### src/rtl/shift_pkg.sv
// Shared definitions for the pipelined shifter: op encodings, stage payload, op helpers.
package shift_pkg;

  localparam int MAX_XLEN = 64;
  localparam int MAX_SHW  = 6;

  typedef enum logic [2:0] {
    SH_SLL = 3'b000,
    SH_SRL = 3'b001,
    SH_SRA = 3'b010,
    SH_ROL = 3'b011,
    SH_ROR = 3'b100
  } shift_op_e;

  // One pipeline slot; sized for the widest datapath, narrower builds use the low bits.
  typedef struct packed {
    logic                valid;
    logic [2:0]          op;
    logic                word;
    logic [MAX_SHW-1:0]  shamt;
    logic [MAX_XLEN-1:0] data;
  } shift_payload_t;

  // Left ops run through the right-shift core on a bit-reversed operand.
  function automatic logic op_is_left(input logic [2:0] op);
    return (op == SH_SLL) || (op == SH_ROL);
  endfunction

  function automatic logic op_is_rotate(input logic [2:0] op);
    return (op == SH_ROL) || (op == SH_ROR);
  endfunction

  // Encodings above SH_ROR return the operand untouched.
  function automatic logic op_is_pass(input logic [2:0] op);
    return op > SH_ROR;
  endfunction

endpackage

### src/rtl/shift_stage.sv
// Combinational slice of the right-shift barrel: applies levels FIRST_LVL .. FIRST_LVL+NUM_LVL-1.
module shift_stage
  import shift_pkg::*;
#(
  parameter int XLEN      = 32,
  parameter int FIRST_LVL = 0,
  parameter int NUM_LVL   = 1
) (
  input  logic [2:0]              op,
  input  logic [$clog2(XLEN)-1:0] shamt,
  input  logic [XLEN-1:0]         data_in,
  output logic [XLEN-1:0]         data_out
);

  logic            rot;
  logic            sgn;
  logic [XLEN-1:0] v;

  assign rot = op_is_rotate(op);
  assign sgn = (op == SH_SRA);

  // Each enabled level shifts right by 2^level; vacated bits take wrapped, sign or zero fill.
  always_comb begin
    v = data_in;
    for (int i = 0; i < NUM_LVL; i++) begin
      if (shamt[FIRST_LVL+i]) begin
        if (rot)
          v = (v >> (1 << (FIRST_LVL + i))) | (v << (XLEN - (1 << (FIRST_LVL + i))));
        else if (sgn)
          v = $signed(v) >>> (1 << (FIRST_LVL + i));
        else
          v = v >> (1 << (FIRST_LVL + i));
      end
    end
    data_out = v;
  end

endmodule

### src/rtl/pipelined_shifter.sv
// Pipelined barrel shifter with valid/ready handshake, word mode, rotates and flush.
module pipelined_shifter
  import shift_pkg::*;
#(
  parameter int XLEN   = 32,
  parameter int STAGES = 2
) (
  input  logic                    clk,
  input  logic                    rst_n,
  input  logic                    flush,
  input  logic                    in_valid,
  output logic                    in_ready,
  input  logic [XLEN-1:0]         in_a,
  input  logic [$clog2(XLEN)-1:0] in_shamt,
  input  logic [2:0]              in_op,
  input  logic                    in_word,
  output logic                    out_valid,
  input  logic                    out_ready,
  output logic [XLEN-1:0]         out_r
);

  localparam int SHW = $clog2(XLEN);
  localparam int LPS = (SHW + STAGES - 1) / STAGES;  // barrel levels per stage

  logic            adv;
  logic            word_eff;
  logic [SHW-1:0]  shamt_eff;
  logic [XLEN-1:0] word_data;
  logic [XLEN-1:0] sel_data;
  logic [XLEN-1:0] sel_rev;
  logic [XLEN-1:0] pre_data;
  logic [XLEN-1:0] fin_data;
  logic [XLEN-1:0] fin_rev;
  logic [XLEN-1:0] fin_norm;
  logic [XLEN-1:0] sext_r;

  shift_payload_t in_payload;
  shift_payload_t fin;
  shift_payload_t stage_next [STAGES];
  shift_payload_t stage_reg  [STAGES];

  // Global stall: everything moves when the output slot is empty or being drained.
  assign adv       = ~out_valid | out_ready;
  assign in_ready  = adv & ~flush;
  assign out_valid = stage_reg[STAGES-1].valid;
  assign word_eff  = in_word & (XLEN == 64);

  if (XLEN == 64) begin : g_word
    // Lay the 32-bit word into the 64-bit lane so the full-width core yields the word result in [31:0].
    always_comb begin
      if (op_is_rotate(in_op))
        word_data = {in_a[31:0], in_a[31:0]};
      else if (in_op == SH_SRA)
        word_data = {{32{in_a[31]}}, in_a[31:0]};
      else
        word_data = {32'b0, in_a[31:0]};
    end
    assign sext_r = {{32{fin_norm[31]}}, fin_norm[31:0]};
  end else begin : g_noword
    assign word_data = in_a;
    assign sext_r    = fin_norm;
  end

  assign sel_data = word_eff ? word_data : in_a;

  for (genvar gi = 0; gi < XLEN; gi++) begin : g_rev
    assign sel_rev[gi] = sel_data[XLEN-1-gi];
    assign fin_rev[gi] = fin_data[XLEN-1-gi];
  end

  assign pre_data = op_is_left(in_op) ? sel_rev : sel_data;

  // Effective amount: word mode drops the top amount bit, pass-through ops shift by zero.
  always_comb begin
    shamt_eff = in_shamt;
    if (word_eff)
      shamt_eff[SHW-1] = 1'b0;
    if (op_is_pass(in_op))
      shamt_eff = '0;
  end

  // Payload offered to stage 0.
  always_comb begin
    in_payload                  = '0;
    in_payload.valid            = in_valid & in_ready;
    in_payload.op               = in_op;
    in_payload.word             = word_eff;
    in_payload.shamt[SHW-1:0]   = shamt_eff;
    in_payload.data[XLEN-1:0]   = pre_data;
  end

  for (genvar gi = 0; gi < STAGES; gi++) begin : g_stage
    localparam int LO = gi * LPS;
    localparam int NL = (LO >= SHW) ? 0 : (((SHW - LO) < LPS) ? (SHW - LO) : LPS);

    shift_payload_t          stage_cur;
    logic [XLEN-1:0]         stage_out;
    logic [MAX_XLEN-1:0]     data_ext;

    if (gi == 0) begin : g_head
      assign stage_cur = in_payload;
    end else begin : g_link
      assign stage_cur = stage_reg[gi-1];
    end

    shift_stage #(
      .XLEN      (XLEN),
      .FIRST_LVL (LO),
      .NUM_LVL   (NL)
    ) u_stage (
      .op       (stage_cur.op),
      .shamt    (stage_cur.shamt[SHW-1:0]),
      .data_in  (stage_cur.data[XLEN-1:0]),
      .data_out (stage_out)
    );

    // Widen the stage result back to payload width.
    always_comb begin
      data_ext            = '0;
      data_ext[XLEN-1:0]  = stage_out;
    end

    assign stage_next[gi] = '{valid: stage_cur.valid, op: stage_cur.op, word: stage_cur.word,
                              shamt: stage_cur.shamt, data: data_ext};
  end

  // Stage registers: flush clears valids, otherwise advance together or hold together.
  always_ff @(posedge clk or negedge rst_n) begin
    if (!rst_n) begin
      for (int i = 0; i < STAGES; i++)
        stage_reg[i] <= '0;
    end else if (flush) begin
      for (int i = 0; i < STAGES; i++)
        stage_reg[i].valid <= 1'b0;
    end else if (adv) begin
      for (int i = 0; i < STAGES; i++)
        stage_reg[i] <= stage_next[i];
    end
  end

  assign fin      = stage_reg[STAGES-1];
  assign fin_data = fin.data[XLEN-1:0];
  assign fin_norm = op_is_left(fin.op) ? fin_rev : fin_data;
  assign out_r    = fin.word ? sext_r : fin_norm;

endmodule

### config.mk
export PLATFORM = sky130hd
export DESIGN_NAME = pipelined_shifter
export DESIGN_NICKNAME = d
export VERILOG_FILES = /design/src/rtl/shift_pkg.sv /design/src/rtl/shift_stage.sv /design/src/rtl/pipelined_shifter.sv
export SDC_FILE = /design/constraint.sdc
export NUM_CORES = 1
export LEC_CHECK = 0
export BUFFER_PORTS_ARGS = -buffer_cell sky130_fd_sc_hd__buf_2
export CORE_MARGIN = 3
export CORE_UTILIZATION = 50
export CTS_BUF_LIST = sky130_fd_sc_hd__clkbuf_8
export DETAILED_ROUTE_END_ITERATION = 12
export PLACE_DENSITY = 0.73
export SYNTH_ARGS = -nofsm -noshare
export SYNTH_HDL_FRONTEND = slang
export SYNTH_SLANG_ARGS = --single-unit
### constraint.sdc
create_clock -name clk -period 1.9 [get_ports clk]
set_clock_uncertainty 0.2 [all_clocks]
set_input_delay 0.095 -clock clk [delete_from_list [all_inputs] [get_ports clk]]
set_output_delay 0.095 -clock clk [all_outputs]
set_load 0.05 [all_outputs]
==> metrics.csv, run 1 <==
metric,value,unit
simple-gate share of the synthesized area,20.5,%
mux cell area share after synthesis,14.9,%
"Max FO, Critical Path",32,
max incr delay on CP,0.40,ns
Mapped Area,6500,um2
Worst VDD drop,0.000403,V
Worst Max-Slew Pin Slew,0.486,ns
worst skew pair latency,0.36,ns
fmax,0.461,GHz
Avg WL per Cell,18.9,um
Cells after Synth,823,
die area,14400,um2
met1 wire length,9.60,mm
Initial Util,51.3,%
CP required,1.60,ns
final setup fails,32,
largest family of logic cells by synthesized area,compound AO/OA/AOI/OAI gates,
minimum clock period,2.17,ns
Clk pwr share,16.5,%
worst hold path type,input port to flop,
Met3 Wirelength,1.40,mm
via count,7186,
largest net degree at the start of global routing,79,
P_leak,3.78,nW
Highest Signal Layer,met4,
PD cells,888,nW/um2
"Warnings, synthesis",0,
CTS tree,done,
DRT iter0 DRCs,888,
FP Rows,41,
Via density,6.18,
CP cell instances,xor2_1 -> nor2_2 -> buf_12 -> mux2_2 -> buf_6,
clock tree buffer depth,2,
global placer's final weighted congestion,0.966,
Core Box Area,12700,um2
vias in the first global route,6730,
fin crit share,114,%
GRT overflow,0,
die span in x,120,um
DRC viols,0,
area fraction of the dominant cell type after synthesis,28.5,%
fraction of registers with async set/reset,100,%
# IOs,80,
share of layout cells above drive strength 1,33.3,%
CP top delay family,flip-flops,
sequential element share of the synthesized area,28.5,%
nets,1032,
Reg power frac,28.8,%
post-synthesis adder-cell area fraction,0,%
CP endpoint kind,primary output,
CP Launch Type,flop,
max-cap violations,0,
failing checks,setup timing,
Switching Power,3.39,mW
Total GRT Usage,30.1,%
number of synthesized register bits,74,
first-pass GRT wire length,35.3,mm
initial antenna violation count,0,
Synth Area per Inst,7.89,um2
TritonCTS Sinks,74,
post-placement setup slack,-0.273,ns
Post-DP HPWL,15.9,mm
n_diodes,0,
die extent in y,120,um
"Data arrival, critical path",1.87,ns
largest area contributor in the netlist,dfrtp_1,
"EDFF count, synth",0,
fin. max-slew vios,0,
XOR/XNOR Fraction of Synth Area,0.905,%
Rel. slew slack,67.3,%
status,finished with violations,
CTS root buf,clkbuf_8,
CP max-delay cell,dfrtp_1,
First-pass DRT Iterations,6,
Post-Syn Nets,869,
worst setup margin,-0.267,ns
cell-internal power,4.24,mW
final hold violation count,0,
Synth Area in Compound Gates,29.1,%
Final ANT Viol Nets,0,
Crit Path Class,flop to primary output,
final design utilization,67.8,%
Sw Share,44.4,%
Area Growth Syn to Fin,32.3,%
H-tree Lvls,3,
number of distinct library cells after synthesis,69,
CTS Buf Count,9,
Clock transition at path regs,0.08,ns
total routed wirelength,21.9,mm
WP buf/inv,2,
top_reg_cell synth,dfrtp_1,
unrepaired setup endpoints after global routing,true,
met2 WL,10.4,mm
synth top area cells,"dfrtp_1, mux2_2, nand2_1, mux2i_1, nor2_1",
# port buffers,78,
Hold Worst Slack,0.0678,ns
combinational cell fraction of total power,54.7,%
tightest hold or removal path: stages:
cell	delay (ns)
buf_2	0.13
mux2_2	0.21
a2111oi_2	0.07
nor2_1	0.08
area by class of cell:
type | instances | area [um2]
multi-input combinational | 666 | 4390
fill | 1058 | 4080
timing repair buffer | 228 | 1890
sequential | 74 | 1860
tap | 172 | 215
clock buffer | 9 | 124
clock inverter | 7 | 76.3
inverter | 7 | 38.8
power by group through the flow:
| stage | Combinational [mW] | Sequential (mW) | Clock (mW) |
|---|---|---|---|
| 2_1_floorplan | 2.64 | 2.09 | 0 |
| 3_3_place_gp | 3.59 | 2.18 | 0 |
| 3_5_place_dp | 3.63 | 2.20 | 0 |
| 4_1_cts | 4.03 | 2.17 | 1.26 |
| 5_1_grt | 4.44 | 2.24 | 1.32 |
| 6_report | 4.17 | 2.20 | 1.26 |
logic make-up after synthesis:
group | count (synthesis)
DFF | 74
xor gates and xnor gates | 5
muxes | 86
buffers and inverters | 84
and+or+nand+nor | 298
AOI/OAI and AO/OA | 276
worst paths after layout:
check / from / end / slack [ns] / depth (start not counted)
worst max-delay path: fin[71] / out_r[25] / -0.27 / 5
worst min-delay path: in_a[15] / g_stage[1].stage_cur[11] / 0.07 / 4
worst max register to register: out_valid / g_stage[1].stage_cur[7] / 0.07 / 7
worst min register to register: g_stage[1].stage_cur[23] / g_stage[1].stage_cur[23] / 0.31 / 2
max in group asynchronous: rst_n / g_stage[1].stage_cur[72] / 1.09 / 3
min in group asynchronous: rst_n / fin[71] / 0.09 / 3
what timing repair did:
action / CTS / global route
gates cloned: 0 / 1
hold buffers: 7 / 0
gates resized for setup: 68 / 34
endpoints found under the hold margin: 78 / 0
buffers inserted: 0 / 7
endpoints found under the setup margin: 68 / 65
pin swaps: 0 / 5
placed cells by master (no fill, tap or decap), drive strengths merged, types with 8 or more instances in the layout:
cell / synthesis / routed
and2: 15 / 15
mux2: 46 / 46
o221ai: 10 / 10
o21ai: 59 / 59
buf: 41 / 221
a211oi: 30 / 30
o211ai: 11 / 11
o22ai: 23 / 23
nor2b: 12 / 12
nand2: 119 / 119
dfrtp: 74 / 74
a21oi: 44 / 44
nor3: 18 / 18
and3: 10 / 10
nor2: 93 / 93
nand3: 11 / 11
a22oi: 12 / 12
mux2i: 36 / 36
a31oi: 12 / 12
inv: 7 / 8
clkbuf: 36 / 9
metrics by stage:
stage	power, mW	TNS [ns]	area, um2	cells
finish	7.63	-7.90	8590	1163
global route	7.99	-9.56	8590	1163
CTS	7.45	-6.70	8400	1155
detailed placement	5.83	-6.25	7920	1132
global placement	5.77	-4.89	7920	1132
floorplan	4.73	0	6580	823
state kept, by name, summed over array words and instances (netlist names):
register,flops
fin,35
g_stage.stage_cur,38
out_valid,1
Yosys cell counts, types with 7 or more instances:
cell        n
a31oi_1    12
and2_1     15
a22oi_1    12
o22ai_1    23
nor2b_1    12
o211ai_1   11
o221ai_1   10
inv_1       7
a211oi_1   30
mux2_2     46
nand3_1    11
buf_2      24
a21boi_0    7
mux2i_1    36
nand2b_1    7
and3_1     10
nand2_1   118
clkbuf_1   36
buf_4       9
nor2_1     91
nor3_1     18
dfrtp_1    74
a21oi_1    44
o21ai_0    58
metal layers:
layer / vias up / track usage [%]
met3: 53 / 3.25
li1: 3382 / -
met1: 3379 / 42.6
met2: 372 / 48.3
met5: - / 0
met4: 0 / 9.45
Note: power is estimated with default switching activity, not from simulation.
==> inputs of run 2 (changes only) <==
--- a/config.mk
+++ b/config.mk
@@ -5,12 +5,14 @@
 export SDC_FILE = /design/constraint.sdc
 export NUM_CORES = 1
 export LEC_CHECK = 0
+export ABC_AREA = 1
 export BUFFER_PORTS_ARGS = -buffer_cell sky130_fd_sc_hd__buf_2
-export CORE_MARGIN = 3
+export CORE_MARGIN = 4
 export CORE_UTILIZATION = 50
 export CTS_BUF_LIST = sky130_fd_sc_hd__clkbuf_8
 export DETAILED_ROUTE_END_ITERATION = 12
-export PLACE_DENSITY = 0.73
+export PLACE_DENSITY = 0.74
+export SKIP_CTS_REPAIR_TIMING = 1
 export SYNTH_ARGS = -nofsm -noshare
 export SYNTH_HDL_FRONTEND = slang
 export SYNTH_SLANG_ARGS = --single-unit
==> metrics.csv, run 2 <==
metric,value,unit,change
worst skew pair latency,0.35,ns,was 0.36 ns
"EDFF count, synth",0,,unchanged
CTS root buf,clkbuf_8,,unchanged
total routed wirelength,17.3,mm,was 21.9 mm
Sw Share,45.2,%,was 44.4%
"Data arrival, critical path",1.75,ns,was 1.87 ns
worst hold path type,input port to flop,,unchanged
# port buffers,78,,unchanged
synth top area cells,"dfrtp_1, nand2_1, nand3_1, o211ai_2, o21ai_0",,"was dfrtp_1, mux2_2, nand2_1, mux2i_1, nor2_1"
Area Growth Syn to Fin,29.3,%,was 32.3%
CP max-delay cell,dfrtp_1,,unchanged
largest net degree at the start of global routing,67,,was 79
unrepaired setup endpoints after global routing,true,,unchanged
GRT overflow,0,,unchanged
CP endpoint kind,primary output,,unchanged
"Max FO, Critical Path",6,,was 32
Mapped Area,5920,um2,was 6500 um2
CTS tree,done,,unchanged
clock tree buffer depth,2,,unchanged
Final ANT Viol Nets,0,,unchanged
Worst Max-Slew Pin Slew,0.653,ns,was 0.486 ns
PD cells,994,nW/um2,was 888 nW/um2
die span in x,117,um,was 120 um
Post-Syn Nets,936,,was 869
CTS Buf Count,9,,unchanged
combinational cell fraction of total power,53.5,%,was 54.7%
global placer's final weighted congestion,0.879,,was 0.966
worst setup margin,-0.142,ns,was -0.267 ns
max-cap violations,0,,unchanged
CP Launch Type,flop,,unchanged
layout filler cell count,962,,was 1058
Cells after Synth,890,,was 823
Post-DP HPWL,11.8,mm,was 15.9 mm
number of distinct library cells after synthesis,32,,was 69
top-count cell post-synth,nand2_1,,unchanged
fraction of registers with async set/reset,100,%,unchanged
Via density,5.59,,was 6.18
First-pass DRT Iterations,6,,unchanged
Synth Area per Inst,6.66,um2,was 7.89 um2
"leading cell types in the layout, fill and taps excluded","nand2_1, nand3_1, dfrtp_1, inv_1, o21ai_0",,"was buf_4, nand2_1, nor2_1, dfrtp_1, o21ai_0"
fin crit share,107,%,was 114%
vias in the first global route,5329,,was 6730
H-tree Lvls,3,,unchanged
via count,6297,,was 7186
number of flip-flops under the largest register name,38,,unchanged
Rel. slew slack,56.5,%,was 67.3%
initial antenna violation count,0,,unchanged
largest area contributor in the netlist,dfrtp_1,,unchanged
die area,13700,um2,was 14400 um2
Hold Worst Slack,-0.0203,ns,was 0.0678 ns
"commonest non-fill, non-tap cell in the layout",nand2_1,,was buf_4
final hold violation count,2,,was 0
total power,7.62,mW,was 7.63 mW
status,finished with violations,,unchanged
Crit Path Class,flop to primary output,,unchanged
DRC viols,0,,unchanged
sequential element share of the synthesized area,31.3,%,was 28.5%
DRT iter0 DRCs,510,,was 888
TritonCTS Sinks,74,,unchanged
Initial Util,51.4,%,was 51.3%
Clk pwr share,18.6,%,was 16.5%
cell-internal power,4.17,mW,was 4.24 mW
synth cell count leaders,"nand2_1, nand3_1, inv_1, o21ai_0, dfrtp_1",,"was nand2_1, nor2_1, dfrtp_1"
n_diodes,0,,unchanged
nets,1025,,was 1032
Core Box Area,11500,um2,was 12700 um2
FP Rows,39,,was 41
die extent in y,117,um,was 120 um
area fraction of the dominant cell type after synthesis,31.3,%,was 28.5%
# IOs,80,,unchanged
number of synthesized register bits,74,,unchanged
CP cell instances,o21ai_2 -> a21oi_4 -> buf_12 -> clkbuf_16 -> nor2_2 -> a21oi_2 -> buf_6,,was xor2_1 -> nor2_2 -> buf_12 -> mux2_2 -> buf_6
CP required,1.60,ns,about the same
fin. max-slew vios,0,,unchanged
Clock transition at path regs,0.08,ns,about the same
"Warnings, synthesis",0,,unchanged
Worst VDD drop,0.000469,V,was 0.000403 V
Switching Power,3.45,mW,was 3.39 mW
Total GRT Usage,23.3,%,was 30.1%
share of layout cells above drive strength 1,26.6,%,was 33.3%
P_leak,3.77,nW,was 3.78 nW
max incr delay on CP,0.44,ns,was 0.40 ns
minimum clock period,2.04,ns,was 2.17 ns
final setup fails,32,,unchanged
Reg power frac,27.9,%,was 28.8%
failing checks,"hold timing, setup timing",,was setup timing
Avg WL per Cell,15.4,um,was 18.9 um
top_reg_cell synth,dfrtp_1,,unchanged
first-pass GRT wire length,25.6,mm,was 35.3 mm
fmax,0.490,GHz,was 0.461 GHz
run 2: changes by cell type after synthesis, sizes merged, moves of 20 or more:
cell,change
nor2,-50
nand3,+165
nand2,+156
inv,+73
o22ai,-22
mux2i,-30
o211ai,+36
mux2,-46
o21ai,+20
a211oi,-30
run 2: cell type report:
| cell class | instances | area, um2 | share of cell area [%] |
|---|---|---|---|
| clock inverters | 6 | 97.6 | 1.27 |
| flip-flops and latches | 74 | 1850 | 24.2 |
| repair buffers | 137 | 1330 | 17.3 |
| clock buffers | 10 | 138 | 1.80 |
| multi-input cells | 676 | 3760 | 49.1 |
| well taps | 143 | 179 | 2.34 |
| inverters | 81 | 304 | 3.97 |
run 2: path summary, 6_finish.rpt:
kind                                            endpoint  slack (ns)                      from  cells after the start
worst max-delay path                            out_r[8]       -0.14                   fin[71]                      7
worst min-delay path            g_stage[1].stage_cur[68]       -0.02                  in_op[2]                      4
worst max register to register                   fin[28]        0.11  g_stage[1].stage_cur[71]                      9
worst min register to register                   fin[73]        0.30  g_stage[1].stage_cur[73]                      2
max in group asynchronous                        fin[11]        0.81                     rst_n                      3
min in group asynchronous                         fin[3]        0.10                     rst_n                      2
run 2: power by group through the flow:
stage / Sequential, mW / Combinational (mW) / Clock, mW
2_1_floorplan: 2.04 / 2.42 / 0
3_3_place_gp: 2.09 / 3.10 / 0
3_5_place_dp: 2.10 / 3.14 / 0
4_1_cts: 2.07 / 3.15 / 1.43
5_1_grt: 2.16 / 4.38 / 1.50
6_report: 2.13 / 4.08 / 1.42
run 2: through the flow:
| stage | utilization, % | cell area (um2) | cells | setup slack [ns] | setup TNS [ns] |
|---|---|---|---|---|---|
| after detailed placement | 57.7 | 6640 | 1087 | 0.00628 | 0 |
| after global routing | 66.5 | 7660 | 1127 | -0.202 | -4.76 |
| final | 66.5 | 7660 | 1127 | -0.142 | -2.79 |
| after global placement | 57.7 | 6640 | 1087 | 0.0690 | 0 |
| after floorplan | - | 6010 | 890 | -0.144 | -2.21 |
| after CTS | 59.7 | 6880 | 1103 | -0.246 | -6.76 |
run 2: kinds of logic after synthesis:
group                  count (synthesis)  synth area share, %
and+or+nand+nor                      500                 37.5
AOI/OAI and AO/OA                    170                 19.7
buffers and inverters                140                 10.6
DFF                                   74                 31.3
muxes                                  6                 1.01
run 2: worst max-delay path, delay by kind of cell (launching register included):
family                 cells  cell delay, ns
AOI/OAI and AO/OA          3            0.40
DFF                        1            0.44
and+or+nand+nor            1            0.04
buffers and inverters      3            0.50
run 2: per-layer routing:
layer / GRT usage (%) / wire length (um)
met5: 0 / 0
met4: 5.43 / 372
met3: 3.24 / 870
met2: 36.6 / 8470
met1: 34.2 / 7600
==> inputs of run 3 (changes only) <==
--- a/config.mk
+++ b/config.mk
@@ -12,6 +12,7 @@
 export CTS_BUF_LIST = sky130_fd_sc_hd__clkbuf_8
 export DETAILED_ROUTE_END_ITERATION = 12
 export PLACE_DENSITY = 0.74
+export REMOVE_ABC_BUFFERS = 1
 export SKIP_CTS_REPAIR_TIMING = 1
 export SYNTH_ARGS = -nofsm -noshare
 export SYNTH_HDL_FRONTEND = slang
==> metrics.csv, run 3 (synthesized netlist as in run 2, its figures left out) <==
metric,value,unit,change
status,finished with violations,,unchanged
failing checks,setup timing,,"was hold timing, setup timing"
share of layout cells above drive strength 1,23.2,%,was 26.6%
Crit Path Class,flop to primary output,,unchanged
Worst VDD drop,0.000350,V,was 0.000469 V
Total GRT Usage,22.8,%,was 23.3%
FP Rows,39,,unchanged
minimum clock period,2.03,ns,was 2.04 ns
CP Launch Type,flop,,unchanged
nets,1020,,was 1025
final hold violation count,0,,was 2
max-cap violations,0,,unchanged
GRT overflow,0,,unchanged
"Max FO, Critical Path",8,,was 6
First-pass DRT Iterations,5,,was 6
global placer's final weighted congestion,0.902,,was 0.879
die extent in y,117,um,unchanged
# port buffers,78,,unchanged
PD cells,946,nW/um2,was 994 nW/um2
final design utilization,63.9,%,was 66.5%
DRC viols,0,,unchanged
"Data arrival, critical path",1.73,ns,was 1.75 ns
unrepaired setup endpoints after global routing,true,,unchanged
CP required,1.60,ns,about the same
vias in the first global route,5230,,was 5329
Clock transition at path regs,0.07,ns,was 0.08 ns
Area Growth Syn to Fin,24.2,%,was 29.3%
# IOs,80,,unchanged
first-pass GRT wire length,25.4,mm,was 25.6 mm
"leading cell types in the layout, fill and taps excluded","nand2_1, nand3_1, inv_1, dfrtp_1, o21ai_0",,"was nand2_1, nand3_1, dfrtp_1, inv_1, o21ai_0"
Via density,5.55,,was 5.59
Rel. slew slack,74.1,%,was 56.5%
largest net degree at the start of global routing,75,,was 67
die area,13700,um2,unchanged
final instance area,7350,um2,was 7660 um2
total routed wirelength,16.3,mm,was 17.3 mm
CTS root buf,clkbuf_8,,unchanged
CP endpoint kind,primary output,,unchanged
CTS tree,done,,unchanged
initial antenna violation count,0,,unchanged
via count,6226,,was 6297
fmax,0.493,GHz,was 0.490 GHz
Worst Max-Slew Pin Slew,0.388,ns,was 0.653 ns
total power,6.96,mW,was 7.62 mW
"commonest non-fill, non-tap cell in the layout",nand2_1,,unchanged
Initial Util,51.4,%,unchanged
die span in x,117,um,unchanged
Area after DPL,6580,um2,was 6640 um2
final setup fails,32,,unchanged
n_diodes,0,,unchanged
Final ANT Viol Nets,0,,unchanged
P_leak,3.66,nW,was 3.77 nW
number of flip-flops under the largest register name,38,,unchanged
H-tree Lvls,3,,unchanged
clock tree buffer depth,2,,unchanged
DRT iter0 DRCs,490,,was 510
Avg WL per Cell,14.5,um,was 15.4 um
TritonCTS Sinks,74,,unchanged
fin crit share,107,%,about the same
CTS Buf Count,9,,unchanged
Post-DP HPWL,11.2,mm,was 11.8 mm
Core Box Area,11500,um2,unchanged
layout filler cell count,1055,,was 962
fin. max-slew vios,0,,unchanged
worst setup margin,-0.129,ns,was -0.142 ns
worst skew pair latency,0.35,ns,about the same
worst hold path type,input port to flop,,unchanged
-- run 3: changes by cell type in the layout (fill, tap and decap cells not counted), sizes merged --
| cell | previous run | this run |
|---|---|---|
| inv | 82 | 83 |
| buf | 122 | 117 |
| clkinv | 3 | 2 |
| clkbuf | 14 | 15 |
| bufinv | 2 | 1 |
-- run 3: critical path, cell delays in order, from the launching register on --
cell and delay, ns:
dfrtp_1 0.37, inv_2 0.07, o21ai_2 0.07, a21oi_4 0.18
buf_12 0.16, clkbuf_16 0.17, nand2_1 0.06, o21ai_1 0.11
buf_6 0.19
-- run 3: worst paths after layout --
path,startpoint,end,slack [ns],depth (start not counted)
max,fin[72],out_r[25],-0.13,8
min,in_op[2],g_stage[1].stage_cur[67],0.0008,4
max reg2reg,g_stage[1].stage_cur[73],fin[30],0.20,10
min reg2reg,g_stage[1].stage_cur[73],fin[73],0.30,2
max in group asynchronous,rst_n,fin[71],1.10,3
min in group asynchronous,rst_n,fin[73],0.10,3
-- run 3: per-layer routing --
metal  wire length, um  share of wire [%]  global-route usage (%)  vias up
met5                 0                  0                       0        -
met4               201                1.2                    5.50        0
met3               850                5.2                    2.78       13
met2              7590                 47                    35.1      210
met1              7670                 47                    34.4     2861
li1                  -                  -                       -     3142
-- run 3: metrics by stage --
stage / setup slack, ns / hold WS [ns] / cells / TNS (ns)
finish: -0.129 / 0.000761 / 1122 / -2.55
floorplan: -4.30 / -0.401 / 831 / -333.76
global route: -0.226 / 0.0348 / 1122 / -5.20
global placement: -0.0400 / -0.0494 / 1086 / -0.187
CTS: -0.234 / -0.427 / 1102 / -7.06
detailed placement: -0.0950 / -0.0443 / 1086 / -0.691
-- run 3: cell type report --
class / instances / area, um2 / area share [%]
clock inverters: 5 / 46.3 / 0.629
clock buffers: 11 / 151 / 2.06
well taps: 143 / 179 / 2.43
flip-flops and latches: 74 / 1850 / 25.2
inverters: 81 / 307 / 4.17
repair buffers: 132 / 1240 / 16.9
multi-input cells: 676 / 3570 / 48.6
-- run 3: where the power goes --
group | internal (mW) | total [mW] | switching [mW]
clock network | 0.662 | 1.20 | 0.538
registers | 1.88 | 2.09 | 0.217
logic | 1.31 | 3.67 | 2.36
total | 3.85 | 6.96 | 3.11
